`config.mk`:
```
export PLATFORM = sky130hd
export DESIGN_NAME = sprite_capture_writer
export DESIGN_NICKNAME = d
export VERILOG_FILES = /design/src/rtl/sprite_capture_writer.sv
export SDC_FILE = /design/constraint.sdc
export NUM_CORES = 1
export LEC_CHECK = 0
export ABC_AREA = 1
export BUFFER_PORTS_ARGS = -buffer_cell sky130_fd_sc_hd__buf_2
export CORE_ASPECT_RATIO = 0.6
export CORE_UTILIZATION = 51
export CTS_BUF_LIST = sky130_fd_sc_hd__clkbuf_16
export CTS_CLUSTER_SIZE = 14
export DETAILED_ROUTE_END_ITERATION = 12
export PLACE_DENSITY = 0.74
export REMOVE_ABC_BUFFERS = 1
export SLEW_MARGIN = 20
export SYNTH_ARGS = -nofsm -noshare
export SYNTH_HDL_FRONTEND = slang
export SYNTH_SLANG_ARGS = --single-unit
```
`constraint.sdc`:
```
create_clock -name pixel_clk_in -period 3.1 [get_ports pixel_clk_in]
set_input_delay 0.155 -clock pixel_clk_in [delete_from_list [all_inputs] [get_ports pixel_clk_in]]
set_output_delay 0.155 -clock pixel_clk_in [all_outputs]
set_load 0.01 [all_outputs]
```
`src/rtl/sprite_capture_writer.sv`:
```
// Writer side of the indexed-sprite image memory: captures one raster-ordered frame of
// palette indices per arm request and writes it into the image BRAM at y*WIDTH + x.
module sprite_capture_writer #(
    parameter int unsigned WIDTH    = 256,
    parameter int unsigned HEIGHT   = 256,
    parameter int unsigned PIX_W    = 8,
    localparam int unsigned AddrBits = $clog2(WIDTH * HEIGHT)
) (
    input  logic                pixel_clk_in,
    input  logic                rst_n_in,
    input  logic                arm_in,
    input  logic                pause_in,
    input  logic [PIX_W-1:0]    pixel_in,
    input  logic                pixel_valid_in,
    input  logic                pixel_sof_in,
    output logic                pixel_ready_out,
    output logic [AddrBits-1:0] bram_addr_out,
    output logic [PIX_W-1:0]    bram_data_out,
    output logic                bram_we_out,
    output logic                busy_out,
    output logic                done_out,
    output logic                error_out
);

    localparam int unsigned XBits = (WIDTH > 1) ? $clog2(WIDTH) : 1;
    localparam int unsigned YBits = (HEIGHT > 1) ? $clog2(HEIGHT) : 1;
    localparam logic [XBits-1:0] XMax = XBits'(WIDTH - 1);
    localparam logic [YBits-1:0] YMax = YBits'(HEIGHT - 1);

    typedef enum logic [1:0] {StIdle, StWaitSof, StWrite, StDone} state_e;

    state_e              state_q;
    logic [XBits-1:0]    x_q;
    logic [YBits-1:0]    y_q;

    logic                accept;
    logic                write_beat;
    logic                mid_frame_sof;
    logic [XBits-1:0]    cur_x;
    logic [YBits-1:0]    cur_y;
    logic                last_pix;
    logic [AddrBits-1:0] cur_addr;

    assign pixel_ready_out = rst_n_in && !pause_in && (state_q != StDone);
    assign accept          = pixel_valid_in && pixel_ready_out;

    // A SOF beat always lands on (0,0), whether it opens the frame or restarts it.
    always_comb begin
        cur_x         = pixel_sof_in ? '0 : x_q;
        cur_y         = pixel_sof_in ? '0 : y_q;
        last_pix      = (cur_x == XMax) && (cur_y == YMax);
        cur_addr      = AddrBits'(cur_y) * AddrBits'(WIDTH) + AddrBits'(cur_x);
        write_beat    = accept && ((state_q == StWrite) ||
                                   (state_q == StWaitSof && pixel_sof_in));
        mid_frame_sof = accept && (state_q == StWrite) && pixel_sof_in &&
                        ((x_q != '0) || (y_q != '0));
    end

    always_ff @(posedge pixel_clk_in or negedge rst_n_in) begin
        if (!rst_n_in) begin
            state_q       <= StIdle;
            x_q           <= '0;
            y_q           <= '0;
            bram_addr_out <= '0;
            bram_data_out <= '0;
            bram_we_out   <= 1'b0;
            busy_out      <= 1'b0;
            done_out      <= 1'b0;
            error_out     <= 1'b0;
        end else begin
            bram_we_out <= 1'b0;
            done_out    <= 1'b0;

            if (mid_frame_sof) begin
                error_out <= 1'b1;
            end

            unique case (state_q)
                StIdle: begin
                    if (arm_in) begin
                        state_q   <= StWaitSof;
                        busy_out  <= 1'b1;
                        error_out <= 1'b0;
                    end
                end
                StWaitSof, StWrite: begin
                    if (write_beat) begin
                        bram_we_out   <= 1'b1;
                        bram_addr_out <= cur_addr;
                        bram_data_out <= pixel_in;
                        if (last_pix) begin
                            state_q  <= StDone;
                            busy_out <= 1'b0;
                            x_q      <= '0;
                            y_q      <= '0;
                        end else begin
                            state_q <= StWrite;
                            if (cur_x == XMax) begin
                                x_q <= '0;
                                y_q <= cur_y + YBits'(1);
                            end else begin
                                x_q <= cur_x + XBits'(1);
                                y_q <= cur_y;
                            end
                        end
                    end
                end
                StDone: begin
                    state_q  <= StIdle;
                    done_out <= 1'b1;
                end
                default: state_q <= StIdle;
            endcase
        end
    end

endmodule

```
==> impl_metrics.csv <==
group,metric,value,unit
critical_path,worstPathMaxFanout,27,
drt,drc,0,
grt,grt_pass1_wl,8873,um
synth,async_reset_ff_frac,1.000,
clock_tree,htreeDepth,2,
placement,io_buffer_count,42,
critical_path,critPathKind,"flip-flop to flip-flop",
clock_tree,post_cts_buffers,0,
drt,ant_nets,0,
critical_path,crit_path_start_kind,"flip-flop",
timing,rsz0062_at_grt,"false",
cells_and_area,area_growth,16.24,%
cells_and_area,final_area,2776,um2
timing,hold_viol,0,
drt,drt-initial-drc-count,100,
worst_hold_path,hold_path_class,"primary input to asynchronous set/reset pin",
critical_path,cp_cell_sequence,"inv_1, ha_1, nand4_4, buf_4, nor2_2, nand2_1, nand2_1",
clock_tree,clk_path_buf_depth,2,
critical_path,crit_top_cell,"nand2_1",
timing,fin_crit,2061,ps
grt,grt_start_max_net_pins,47,
synth,syn-cell-area,2389,um2
clock_tree,cts_made_buffers,5,
die,ios,43,
synth,synthCells,309,
placement,hpwl,3863,um
critical_path,slowest_delay,420,ps
grt,grt_overflow,0,
clock_tree,cts.hold.buffers_added,0,
die,rows,18,
synth,yosys_warnings,0,
critical_path,slowest_stage,"ha_1",
grt,grtUsageTotal,0.2392,
synth,synth-main-ff-cell,"dfrtp_1",
synth,synth_top_cell_by_area,"dfrtp_1",
cells_and_area,nets,372,
synth,ys_top_cells_by_area,"dfrtp_1 (48%), nand2_1 (19%), inv_1 (4.7%), nor2_1 (4.1%), nand3_1 (3.4%)",
grt,grt_pass1_vias,1819,
cells_and_area,diodes,0,
pwr,max-vdd-ir-drop,443.0,uV
drt,first_pass_iters,5,
die,dieArea,4970,um2
timing,post-route-period-util,0.6650,
critical_path,reg2reg_to,"y_q[0]$_DFFE_PN0P_",
pwr,p_leak,1.498,nW
timing,finalSetupViolCount,0,
critical_path,reg2reg_from,"state_q[1]$_DFFE_PN0P_",
die,core_region_area,4302,um2
placement,pre_cts_slack,1072,ps
clock_tree,cts_tree,"built",
critical_path,reg2regPathDepth,7,
synth,yosysSeqAreaShare,0.4819,
timing,finalMaxSlewViolations,0,
critical_path,crit_family,"simple AND/OR/NAND/NOR gates",
outcome,status,"finished, final reports clean",
synth,yosys.cell_count.top_type,"nand2_1",
clock_tree,insertion_delay,290,ps
pwr,powerDensity,671.8,nW/um2
timing,finClkSkew,7.914,ps
flow_run,max_cap_violations,0,
synth,avgSynthCellArea,7.730,um2
die,die_y,55.01,um
drt,drt_wl_total,5370,um
die,start_util,0.5553,
drt,vias,2081,
cells_and_area,drive_gt1_frac,0.1909,
synth,ys_seq_elements,46,
critical_path,rrSetupSlack,1040,ps
drt,wire_per_inst,13.07,um
clock_tree,clkSlewWorstSetupHoldPaths,60,ps
clock_tree,root_buffer,"clkbuf_16",
timing,maxSlewHeadroom,0.6203,
critical_path,worstSetupEndpointType,"flip-flop",
die,die_x,90.35,um
clock_tree,clock-sinks,46,
critical_path,cp.required,3320,ps
critical_path,critPathBufInv,2,
clock_tree,cts_resized,0,
timing,fin_setup_tns,0,ps
placement,place_area,2648,um2
timing,tightestPinTransition,569.5,ps
critical_path,worstPathArrival,2280,ps
synth,synth_edf_count,0,
placement,place_congestion,0.8795,
timing,fmax,0.4851,GHz
timing,layout_setup_ws,1039,ps
synth,ys_types,29,
grt,antenna_found_initial,0,
drt,post_drt_via_cell_ratio,5.063,
synth,synthTopCellsByCount,"nand2_1 (121), dfrtp_1 (46), inv_1 (30)",
synth,synth_top_area_frac,0.4819,
## power breakdown
part	internal, mW	total [mW]	switching, mW
Combinational	0.206	0.554	0.347
Clock	0.287	0.490	0.204
Sequential	0.739	0.821	0.0826
Total	1.23	1.87	0.633
## flip-flops by register name, summed over array words and instances (netlist names)
| signal | flops |
|---|---|
| busy_out | 1 |
| error_out | 1 |
| done_out | 1 |
| x_q | 8 |
| state_q | 2 |
| y_q | 8 |
| bram_data_out | 8 |
| bram_addr_out | 16 |
| bram_we_out | 1 |
## metal layers
| metal | GRT usage | vias to the layer above | share of wire |
|---|---|---|---|
| li1 | - | 1052 | - |
| met1 | 0.3513 | 952 | 0.52 |
| met2 | 0.3537 | 71 | 0.40 |
| met3 | 0.05191 | 6 | 0.060 |
| met4 | 0.08065 | 0 | 0.012 |
| met5 | 0 | - | 0 |
## area by class of cell
| cell class | instances | area (um2) |
|---|---|---|
| inverter | 35 | 133.9 |
| multi-input combinational | 220 | 1062 |
| timing repair buffer | 44 | 225.2 |
| sequential | 46 | 1151 |
| clock buffer | 5 | 125.1 |
| tap | 60 | 75.07 |
| fill | 396 | 1525 |
| clock inverter | 1 | 3.754 |
## worst max-delay path by stage
stage | from | cells after the start | end
after floorplan | state_q[0]$_DFFE_PN0P_ | 6 | x_q[3]$_DFFE_PN0P_
after global placement | state_q[0]$_DFFE_PN0P_ | 7 | y_q[3]$_DFFE_PN0P_
after detailed placement | state_q[0]$_DFFE_PN0P_ | 7 | y_q[0]$_DFFE_PN0P_
after CTS | state_q[1]$_DFFE_PN0P_ | 7 | y_q[0]$_DFFE_PN0P_
after global routing | state_q[0]$_DFFE_PN0P_ | 6 | x_q[3]$_DFFE_PN0P_
final | state_q[1]$_DFFE_PN0P_ | 7 | y_q[0]$_DFFE_PN0P_
## cell families (layout without fill, tap and decap cells)
| kind of cell | after synthesis | after routing | synth area share |
|---|---|---|---|
| compound gates | 26 | 26 | 0.05920 |
| xor+xnor | 4 | 4 | 0.01467 |
| fa+ha+maj | 6 | 6 | 0.03143 |
| buf+inv | 43 | 85 | 0.07333 |
| flops | 46 | 46 | 0.4819 |
| simple gates | 184 | 184 | 0.3394 |
## placed cells by master (no fill, tap or decap)
cell / Yosys / final
buf_2: 3 / 42
dfrtp_1: 46 / 46
xor2_1: 4 / 4
inv_4: 1 / 1
buf_4: 0 / 2
nand3_1: 16 / 16
a21oi_1: 1 / 1
o21ai_1: 14 / 14
nor3_1: 4 / 4
nand2_2: 2 / 2
clkbuf_16: 0 / 5
inv_1: 30 / 30
nor2_2: 2 / 2
o22ai_1: 2 / 2
nor2_4: 3 / 3
o21ai_0: 6 / 6
inv_2: 4 / 4
ha_1: 6 / 6
a21oi_2: 1 / 1
a22oi_1: 1 / 1
nand2_4: 1 / 1
or2_2: 1 / 1
clkinv_1: 0 / 1
nand2_1: 121 / 121
o211ai_1: 1 / 1
nor2_8: 1 / 1
nor3_2: 1 / 1
nand4_4: 1 / 1
nand4_1: 5 / 5
nor2_1: 26 / 26
## worst register-to-register path, stage by stage (launching register included)
cell	delay, ps
dfrtp_1	370
inv_1	90
ha_1	420
nand4_4	370
buf_4	360
nor2_2	240
nand2_1	90
nand2_1	60
## stage by stage
step                      cells  utilization  hold WS, ps  power [mW]
after global placement      405       0.6155        346.5       1.366
final                       411       0.6454        27.87       1.865
after global routing        411       0.6454        69.11       1.997
after CTS                   411       0.6454        46.87       1.881
after detailed placement    405       0.6155        351.1       1.385
after floorplan             301            -       -140.6       1.188
No activity file was read; power rests on OpenSTA's default activity.
